--- src/rtl/mem_port_arbiter_if.sv ---
// Signal bundle between the CPU fetch/load-store ports, the unified memory and
// mem_port_arbiter. The master side is the CPU plus memory; the slave side is the arbiter.
interface mem_port_arbiter_if #(
   parameter int ADDR_W = 32,
   parameter int DATA_W = 32
);
   // fetch port
   logic              if_req;
   logic [ADDR_W-1:0] if_addr;
   logic              if_done;
   logic              gnt_if;

   // load/store port
   logic              d_req;
   logic              d_we;
   logic [ADDR_W-1:0] d_addr;
   logic [DATA_W-1:0] d_wdata;
   logic              d_done;
   logic              gnt_d;

   // shared result and status
   logic [DATA_W-1:0] rdata;
   logic              err;
   logic              busy;

   // memory side
   logic [ADDR_W-1:0] mem_addr;
   logic              mem_wr;
   logic [DATA_W-1:0] mem_wdata;
   logic [DATA_W-1:0] mem_rdata;

   modport master (
      output if_req, if_addr, d_req, d_we, d_addr, d_wdata, mem_rdata,
      input  mem_addr, mem_wr, mem_wdata, gnt_if, gnt_d, if_done, d_done,
             rdata, err, busy
   );

   modport slave (
      input  if_req, if_addr, d_req, d_we, d_addr, d_wdata, mem_rdata,
      output mem_addr, mem_wr, mem_wdata, gnt_if, gnt_d, if_done, d_done,
             rdata, err, busy
   );
endinterface

--- src/rtl/mem_port_arbiter.sv ---
// Arbitrates the unified instruction/data memory between the fetch and load/store ports:
// one access at a time, MEM_LAT-cycle memory phase, then a one-cycle done pulse to the owner.
module mem_port_arbiter #(
   parameter int ADDR_W    = 32,
   parameter int DATA_W    = 32,
   parameter int MEM_LAT   = 2,
   parameter int DATA_PRIO = 1
) (
   input  logic              clk,
   input  logic              rst,
   mem_port_arbiter_if.slave bus
);

   typedef enum logic [1:0] {
      IDLE   = 2'd0,
      ACCESS = 2'd1,
      DONE   = 2'd2
   } state_t;

   localparam logic [3:0] CNT_LOAD = 4'(MEM_LAT - 1);
   localparam logic       PRIO_D   = (DATA_PRIO != 0);

   state_t            state_r, state_nxt;
   logic [3:0]        cnt_r, cnt_nxt;
   logic              last_d_r, last_d_nxt;   // last grant went to D
   logic              own_d_r, own_d_nxt;     // current access belongs to D
   logic              load_r, load_nxt;       // aligned load: capture rdata on completion
   logic              mis_r, mis_nxt;         // current access is misaligned

   logic [ADDR_W-1:0] mem_addr_r, mem_addr_nxt;
   logic              mem_wr_r, mem_wr_nxt;
   logic [DATA_W-1:0] mem_wdata_r, mem_wdata_nxt;
   logic              gnt_if_r, gnt_if_nxt;
   logic              gnt_d_r, gnt_d_nxt;
   logic              if_done_r, if_done_nxt;
   logic              d_done_r, d_done_nxt;
   logic [DATA_W-1:0] rdata_r, rdata_nxt;
   logic              err_r, err_nxt;
   logic              busy_r, busy_nxt;

   logic              any_req;
   logic              pick_d;
   logic [ADDR_W-1:0] sel_addr;
   logic              sel_we;
   logic              sel_mis;

   // Winner selection, only consumed in IDLE. Round-robin favours the port not granted last.
   assign any_req  = bus.if_req | bus.d_req;
   assign pick_d   = bus.d_req & (~bus.if_req | PRIO_D | ~last_d_r);
   assign sel_addr = pick_d ? bus.d_addr : bus.if_addr;
   assign sel_we   = pick_d & bus.d_we;
   assign sel_mis  = (sel_addr[1:0] != 2'b00);

   // State and output registers
   always_ff @(posedge clk or posedge rst) begin
      if (rst) begin
         state_r     <= IDLE;
         cnt_r       <= '0;
         last_d_r    <= 1'b1;
         own_d_r     <= 1'b0;
         load_r      <= 1'b0;
         mis_r       <= 1'b0;
         mem_addr_r  <= '0;
         mem_wr_r    <= 1'b0;
         mem_wdata_r <= '0;
         gnt_if_r    <= 1'b0;
         gnt_d_r     <= 1'b0;
         if_done_r   <= 1'b0;
         d_done_r    <= 1'b0;
         rdata_r     <= '0;
         err_r       <= 1'b0;
         busy_r      <= 1'b0;
      end else begin
         // NOTE: non-blocking assignments so every register samples pre-edge values.
         state_r     <= state_nxt;
         cnt_r       <= cnt_nxt;
         last_d_r    <= last_d_nxt;
         own_d_r     <= own_d_nxt;
         load_r      <= load_nxt;
         mis_r       <= mis_nxt;
         mem_addr_r  <= mem_addr_nxt;
         mem_wr_r    <= mem_wr_nxt;
         mem_wdata_r <= mem_wdata_nxt;
         gnt_if_r    <= gnt_if_nxt;
         gnt_d_r     <= gnt_d_nxt;
         if_done_r   <= if_done_nxt;
         d_done_r    <= d_done_nxt;
         rdata_r     <= rdata_nxt;
         err_r       <= err_nxt;
         busy_r      <= busy_nxt;
      end
   end

   // Next-state logic
   always_comb begin
      // NOTE: default assignment first so no path leaves state_nxt unassigned (no latch).
      state_nxt = state_r;
      unique case (state_r)
         IDLE:    if (any_req) state_nxt = ACCESS;
         ACCESS:  if (cnt_r == 4'd0) state_nxt = DONE;
         DONE:    state_nxt = IDLE;
         default: state_nxt = IDLE;
      endcase
   end

   // Next values of the registered outputs and bookkeeping
   always_comb begin
      cnt_nxt       = cnt_r;
      last_d_nxt    = last_d_r;
      own_d_nxt     = own_d_r;
      load_nxt      = load_r;
      mis_nxt       = mis_r;
      mem_addr_nxt  = mem_addr_r;
      mem_wr_nxt    = mem_wr_r;
      mem_wdata_nxt = mem_wdata_r;
      gnt_if_nxt    = gnt_if_r;
      gnt_d_nxt     = gnt_d_r;
      if_done_nxt   = if_done_r;
      d_done_nxt    = d_done_r;
      rdata_nxt     = rdata_r;
      err_nxt       = err_r;
      busy_nxt      = (state_nxt != IDLE);

      unique case (state_r)
         IDLE: begin
            if (any_req) begin
               mem_addr_nxt = sel_addr;
               mem_wr_nxt   = sel_we & ~sel_mis;
               if (pick_d) mem_wdata_nxt = bus.d_wdata;
               gnt_d_nxt    = pick_d;
               gnt_if_nxt   = ~pick_d;
               last_d_nxt   = pick_d;
               own_d_nxt    = pick_d;
               load_nxt     = ~sel_we & ~sel_mis;
               mis_nxt      = sel_mis;
               cnt_nxt      = CNT_LOAD;
            end
         end
         ACCESS: begin
            if (cnt_r == 4'd0) begin
               if (load_r) rdata_nxt = bus.mem_rdata;
               mem_wr_nxt  = 1'b0;
               d_done_nxt  = own_d_r;
               if_done_nxt = ~own_d_r;
               err_nxt     = mis_r;
            end else begin
               cnt_nxt = cnt_r - 4'd1;
            end
         end
         DONE: begin
            if_done_nxt = 1'b0;
            d_done_nxt  = 1'b0;
            gnt_if_nxt  = 1'b0;
            gnt_d_nxt   = 1'b0;
            err_nxt     = 1'b0;
         end
         default: ;
      endcase
   end

   assign bus.mem_addr  = mem_addr_r;
   assign bus.mem_wr    = mem_wr_r;
   assign bus.mem_wdata = mem_wdata_r;
   assign bus.gnt_if    = gnt_if_r;
   assign bus.gnt_d     = gnt_d_r;
   assign bus.if_done   = if_done_r;
   assign bus.d_done    = d_done_r;
   assign bus.rdata     = rdata_r;
   assign bus.err       = err_r;
   assign bus.busy      = busy_r;

endmodule

--- src/flat_wrapper.sv ---
// flat-port wrapper written by rule: the top's interface ports become plain ports
module mem_port_arbiter_flat 
#(
   parameter int ADDR_W    = 32,
   parameter int DATA_W    = 32,
   parameter int MEM_LAT   = 2,
   parameter int DATA_PRIO = 1
)
  (clk, rst, bus_if_req, bus_if_addr, bus_d_req, bus_d_we, bus_d_addr, bus_d_wdata, bus_mem_rdata, bus_mem_addr, bus_mem_wr, bus_mem_wdata, bus_gnt_if, bus_gnt_d, bus_if_done, bus_d_done, bus_rdata, bus_err, bus_busy);
  mem_port_arbiter_if #(.ADDR_W(ADDR_W), .DATA_W(DATA_W)) bus_i ();
  input  logic clk;
  input  logic rst;
  input wire logic [$bits(bus_i.if_req)-1:0] bus_if_req;
  input wire logic [$bits(bus_i.if_addr)-1:0] bus_if_addr;
  input wire logic [$bits(bus_i.d_req)-1:0] bus_d_req;
  input wire logic [$bits(bus_i.d_we)-1:0] bus_d_we;
  input wire logic [$bits(bus_i.d_addr)-1:0] bus_d_addr;
  input wire logic [$bits(bus_i.d_wdata)-1:0] bus_d_wdata;
  input wire logic [$bits(bus_i.mem_rdata)-1:0] bus_mem_rdata;
  output wire logic [$bits(bus_i.mem_addr)-1:0] bus_mem_addr;
  output wire logic [$bits(bus_i.mem_wr)-1:0] bus_mem_wr;
  output wire logic [$bits(bus_i.mem_wdata)-1:0] bus_mem_wdata;
  output wire logic [$bits(bus_i.gnt_if)-1:0] bus_gnt_if;
  output wire logic [$bits(bus_i.gnt_d)-1:0] bus_gnt_d;
  output wire logic [$bits(bus_i.if_done)-1:0] bus_if_done;
  output wire logic [$bits(bus_i.d_done)-1:0] bus_d_done;
  output wire logic [$bits(bus_i.rdata)-1:0] bus_rdata;
  output wire logic [$bits(bus_i.err)-1:0] bus_err;
  output wire logic [$bits(bus_i.busy)-1:0] bus_busy;
  assign bus_i.if_req = bus_if_req;
  assign bus_i.if_addr = bus_if_addr;
  assign bus_i.d_req = bus_d_req;
  assign bus_i.d_we = bus_d_we;
  assign bus_i.d_addr = bus_d_addr;
  assign bus_i.d_wdata = bus_d_wdata;
  assign bus_i.mem_rdata = bus_mem_rdata;
  assign bus_mem_addr = bus_i.mem_addr;
  assign bus_mem_wr = bus_i.mem_wr;
  assign bus_mem_wdata = bus_i.mem_wdata;
  assign bus_gnt_if = bus_i.gnt_if;
  assign bus_gnt_d = bus_i.gnt_d;
  assign bus_if_done = bus_i.if_done;
  assign bus_d_done = bus_i.d_done;
  assign bus_rdata = bus_i.rdata;
  assign bus_err = bus_i.err;
  assign bus_busy = bus_i.busy;
  mem_port_arbiter #(.ADDR_W(ADDR_W), .DATA_W(DATA_W), .MEM_LAT(MEM_LAT), .DATA_PRIO(DATA_PRIO)) u_core (.clk(clk), .rst(rst), .bus(bus_i));
endmodule
--- config.mk ---
export PLATFORM = sky130hd
export DESIGN_NAME = mem_port_arbiter_flat
export DESIGN_NICKNAME = d
export VERILOG_FILES = /design/src/rtl/mem_port_arbiter_if.sv /design/src/rtl/mem_port_arbiter.sv /design/src/flat_wrapper.sv
export SDC_FILE = /design/constraint.sdc
export NUM_CORES = 1
export LEC_CHECK = 0
export CAP_MARGIN = 10
export CELL_PAD_IN_SITES_DETAIL_PLACEMENT = 1
export CELL_PAD_IN_SITES_GLOBAL_PLACEMENT = 1
export CORE_MARGIN = 4
export CORE_UTILIZATION = 35
export CTS_BUF_LIST = sky130_fd_sc_hd__clkbuf_2
export CTS_CLUSTER_DIAMETER = 60
export DETAILED_ROUTE_END_ITERATION = 7
export PLACE_DENSITY = 0.95
export SYNTH_ARGS = -nofsm -noshare
export SYNTH_HDL_FRONTEND = slang
export SYNTH_SLANG_ARGS = --single-unit
--- constraint.sdc ---
create_clock -name clk -period 12 [get_ports clk]
set_clock_uncertainty 0.1 [all_clocks]
set_input_delay 3.6 -clock clk [delete_from_list [all_inputs] [get_ports clk]]
set_output_delay 3.6 -clock clk [all_outputs]
set_load 0.02 [all_outputs]
==> implementation parameters <==
Parameter                              Value

Synthesis
  Cells after synthesis    359
  Post-synthesis net count    494
  Mean instance size in the synthesized netlist    13.8 um^2
  Warning count from the yosys run    0
  Syn Std Cell Area    0.00496 mm^2
  Number of register bits inferred by synthesis    112
  Basic-gate share of the synthesized area counting and, or, nand and nor cells    2.92%
  Post-Synth Adder-Cell Area    0.504%
  Area fraction of the dominant cell type after synthesis    56.5%
  Share of cell area taken by muxes after synthesis    26.1%
  Xor/xnor share of the synthesized area    0%
  Leading cell types by total area after synthesis    dfrtp_1 (56%), mux2_4 (18%), mux2i_1 (6.5%)
  Count of cell types in the netlist    38
  Post-synthesis sequential area ratio    56.5%
  Synthesized-area fraction occupied by ao, oa, aoi and oai cells    9.53%
  Dominant combinational cell family by area after synthesis    multiplexers
  Dominant cell type by area after synthesis    dfrtp_1

Timing
  Slew margin rel.    22.6%
  Max-slew violation count    0
  Setup violations, final    0
  Total negative slack    0 ps
  Post-route worst setup slack    6550 ps
  Post-layout minimum cycle time    5450 ps
  Number of hold violations in the final report    0
  Max Clock Freq    183 MHz
  RSZ-0062 raised after global routing    false
  Actual transition at the worst max-transition pin    1160 ps
  Share of the clock period used by the worst path    45.4%

Global route
  Vias in the first global route    4302
  Global-route congestion overflow total    0
  Overall global routing resource usage    18.7%
  Largest net degree at the start of global routing    63
  Wire length of the first global-routing pass    23900 um
  Antenna violations before repair    0

Clock tree
  CTS Buf Count    9
  H-tree depth    3
  Number of buffers inserted to repair setup after CTS    0
  Clock tree sinks    112
  Clock tree from TritonCTS    done
  CTS Buffer Depth    2
  Root Driver    clkbuf_2
  Clk pin slew, worst setup/hold paths    260 ps
  Clock latency reported for the late side of the worst-skew pair    580 ps
  Number of gates given a new drive strength after cts    0
  Hold Buf Count CTS    0

Cells and area
  Final net count    719
  Share of the core filled with cells in the final layout    54.0%
  Most common cell after layout, fill and taps aside    clkdlybuf4s50_1
  Fraction of final layout cells with drive strength greater than 1    15.1%
  Layout overhead on the synthesized area    51.1%
  Most used cells in the layout excluding fill and tap cells    clkdlybuf4s50_1 (234), dfrtp_1 (112), o21ai_0 (64)
  Final standard cell count with taps included and fillers excluded    769
  Diodes inserted    0

Floorplanning
  Number of top-level pins    236
  Row count    43
  Floorplan die height    127 um
  Overall die width    127 um
  Total Die Area    0.0161 mm^2
  Core outline area    0.0139 mm^2
  Starting Density    35.7%

Detailed routing
  Number of optimization iterations in the first detailed-route pass    4
  Aggregate routed wire length    15000 um
  Remaining antenna violation count    0
  Drt drc    0
  Wire length per cell after detailed routing    19.5 um
  Via count of the routed design    3749
  Routed via count divided by cell count    4.88
  Number of design-rule violations left by the first detailed-router iteration    197

Min path
  Worst Hold Depth    1
  Hold path start    u_core.bus.rdata[18]
  Worst-case hold path end point    u_core.bus.rdata[18]
  Type of the most critical hold path    reg -> reg

Worst setup path
  CP arrival    5850 ps
  Setup crit end kind    flop
  Worst reg2reg path startpoint    u_core.cnt_r[0]
  Category of the most critical setup path    in -> reg
  CP Launch Type    primary input
  Reg2reg end    u_core.bus.rdata[18]
  Register-to-register setup slack    9310 ps
  Required time at the worst-slack endpoint    12400 ps
  Critical path fanouts, max    41
  Depth of the worst register-to-register path    5

Place
  Placed Instances    752
  Setup WS pre-CTS    5890 ps
  Half-perimeter wire length after detailed placement    11500 um
  Placer's final routability congestion estimate    0.792
  Number of buffer cells added on primary ports    235

Status
  Outcome    complete, no violations

Power
  Worst vdd ir    117 uV
  Power density over the cells    248 mW/mm^2
  Static Leak    0.00324 uW
  Post-route total power    1860 uW

Run
  Count of maximum capacitance violations    0
## worst max-delay path by stage
stage                       from                        to  slack, ps
2_1_floorplan                rst           u_core.bus.busy       5340
3_3_place_gp           bus_d_req  u_core.bus.mem_wdata[29]       6020
3_5_place_dp           bus_d_req  u_core.bus.mem_wdata[30]       5890
4_1_cts        u_core.bus.d_done                bus_d_done       6530
5_1_grt                bus_d_req  u_core.bus.mem_wdata[30]       6460
6_report               bus_d_req  u_core.bus.mem_wdata[30]       6550
## cells in the mapped netlist
master,instances
inv_1,9
o32ai_1,1
or2_1,1
nand2b_1,1
dfrtp_1,112
mux2i_1,32
ha_1,2
mux2_4,59
nor2_2,1
o31ai_1,1
a22oi_1,1
o22ai_1,2
a32oi_1,2
buf_6,5
and3_1,1
or4_1,1
and2_1,2
clkbuf_1,8
nand2_1,6
a21oi_1,4
o21ai_1,9
buf_2,7
mux2_1,5
nor2b_4,1
nor2_1,4
nor2b_1,1
o21bai_1,1
nor3_1,3
mux2_2,3
buf_12,3
o21ai_0,64
or2_2,1
o221ai_1,1
nor3b_2,1
clkbuf_2,1
or3b_1,1
a21o_1,1
a32o_1,1
## layer usage
layer | routed length [um] | track usage, % | share of wire [%] | vias up
met5 | 0 | 0 | 0 | -
met4 | 195 | 5.11 | 1.3 | 0
met3 | 1080 | 5.14 | 7.2 | 13
met2 | 7530 | 32.5 | 50 | 172
met1 | 6190 | 23.0 | 41 | 1845
li1 | - | - | - | 1719
## cell families after synthesis
group | after synthesis
buf+inv | 33
simple gates | 25
compound gates | 88
mux | 99
fa+ha+maj | 2
flops | 112
## where the power goes
part           switching, uW  total (uW)  internal, uW
Clock                    120         167          46.6
Sequential               118         672           554
Combinational            485        1020           538
Total                    722        1860          1140
## flip-flops by register name (all words and copies together) (netlist names)
signal / cells
u_core.bus.mem_wdata: 32
u_core.load_r: 1
u_core.mis_r: 1
u_core.bus.d_done: 1
u_core.bus.if_done: 1
u_core.bus.rdata: 32
u_core.own_d_r: 1
u_core.bus.gnt_if: 1
u_core.bus.gnt_d: 1
u_core.bus.mem_addr: 32
u_core.bus.mem_wr: 1
u_core.bus.busy: 1
u_core.bus.err: 1
u_core.state_r: 2
u_core.cnt_r: 4
## critical path, stage by stage
cell,delay [ps]
buf_2,790
and2_2,1020
mux2_1,400
## layout make-up
| cell class | count | area (um^2) |
|---|---|---|
| Sequential cell | 112 | 2800 |
| Multi-Input combinational cell | 214 | 1950 |
| Tap cell | 180 | 225 |
| Clock buffer | 9 | 45.0 |
| Timing Repair Buffer | 238 | 2380 |
| Clock inverter | 7 | 61.3 |
| Fill cell | 1431 | 6380 |
| Inverter | 9 | 36.3 |
## per-stage QoR
| stage | hold slack [ps] | area [um^2] |
|---|---|---|
| 5_1_grt | 454 | 7500 |
| 3_5_place_dp | 385 | 7370 |
| 4_1_cts | 440 | 7480 |
| 6_report | 431 | 7500 |
| 3_3_place_gp | 374 | 7370 |
| 2_1_floorplan | 368 | 4960 |
(Power assumes the default switching activity.)
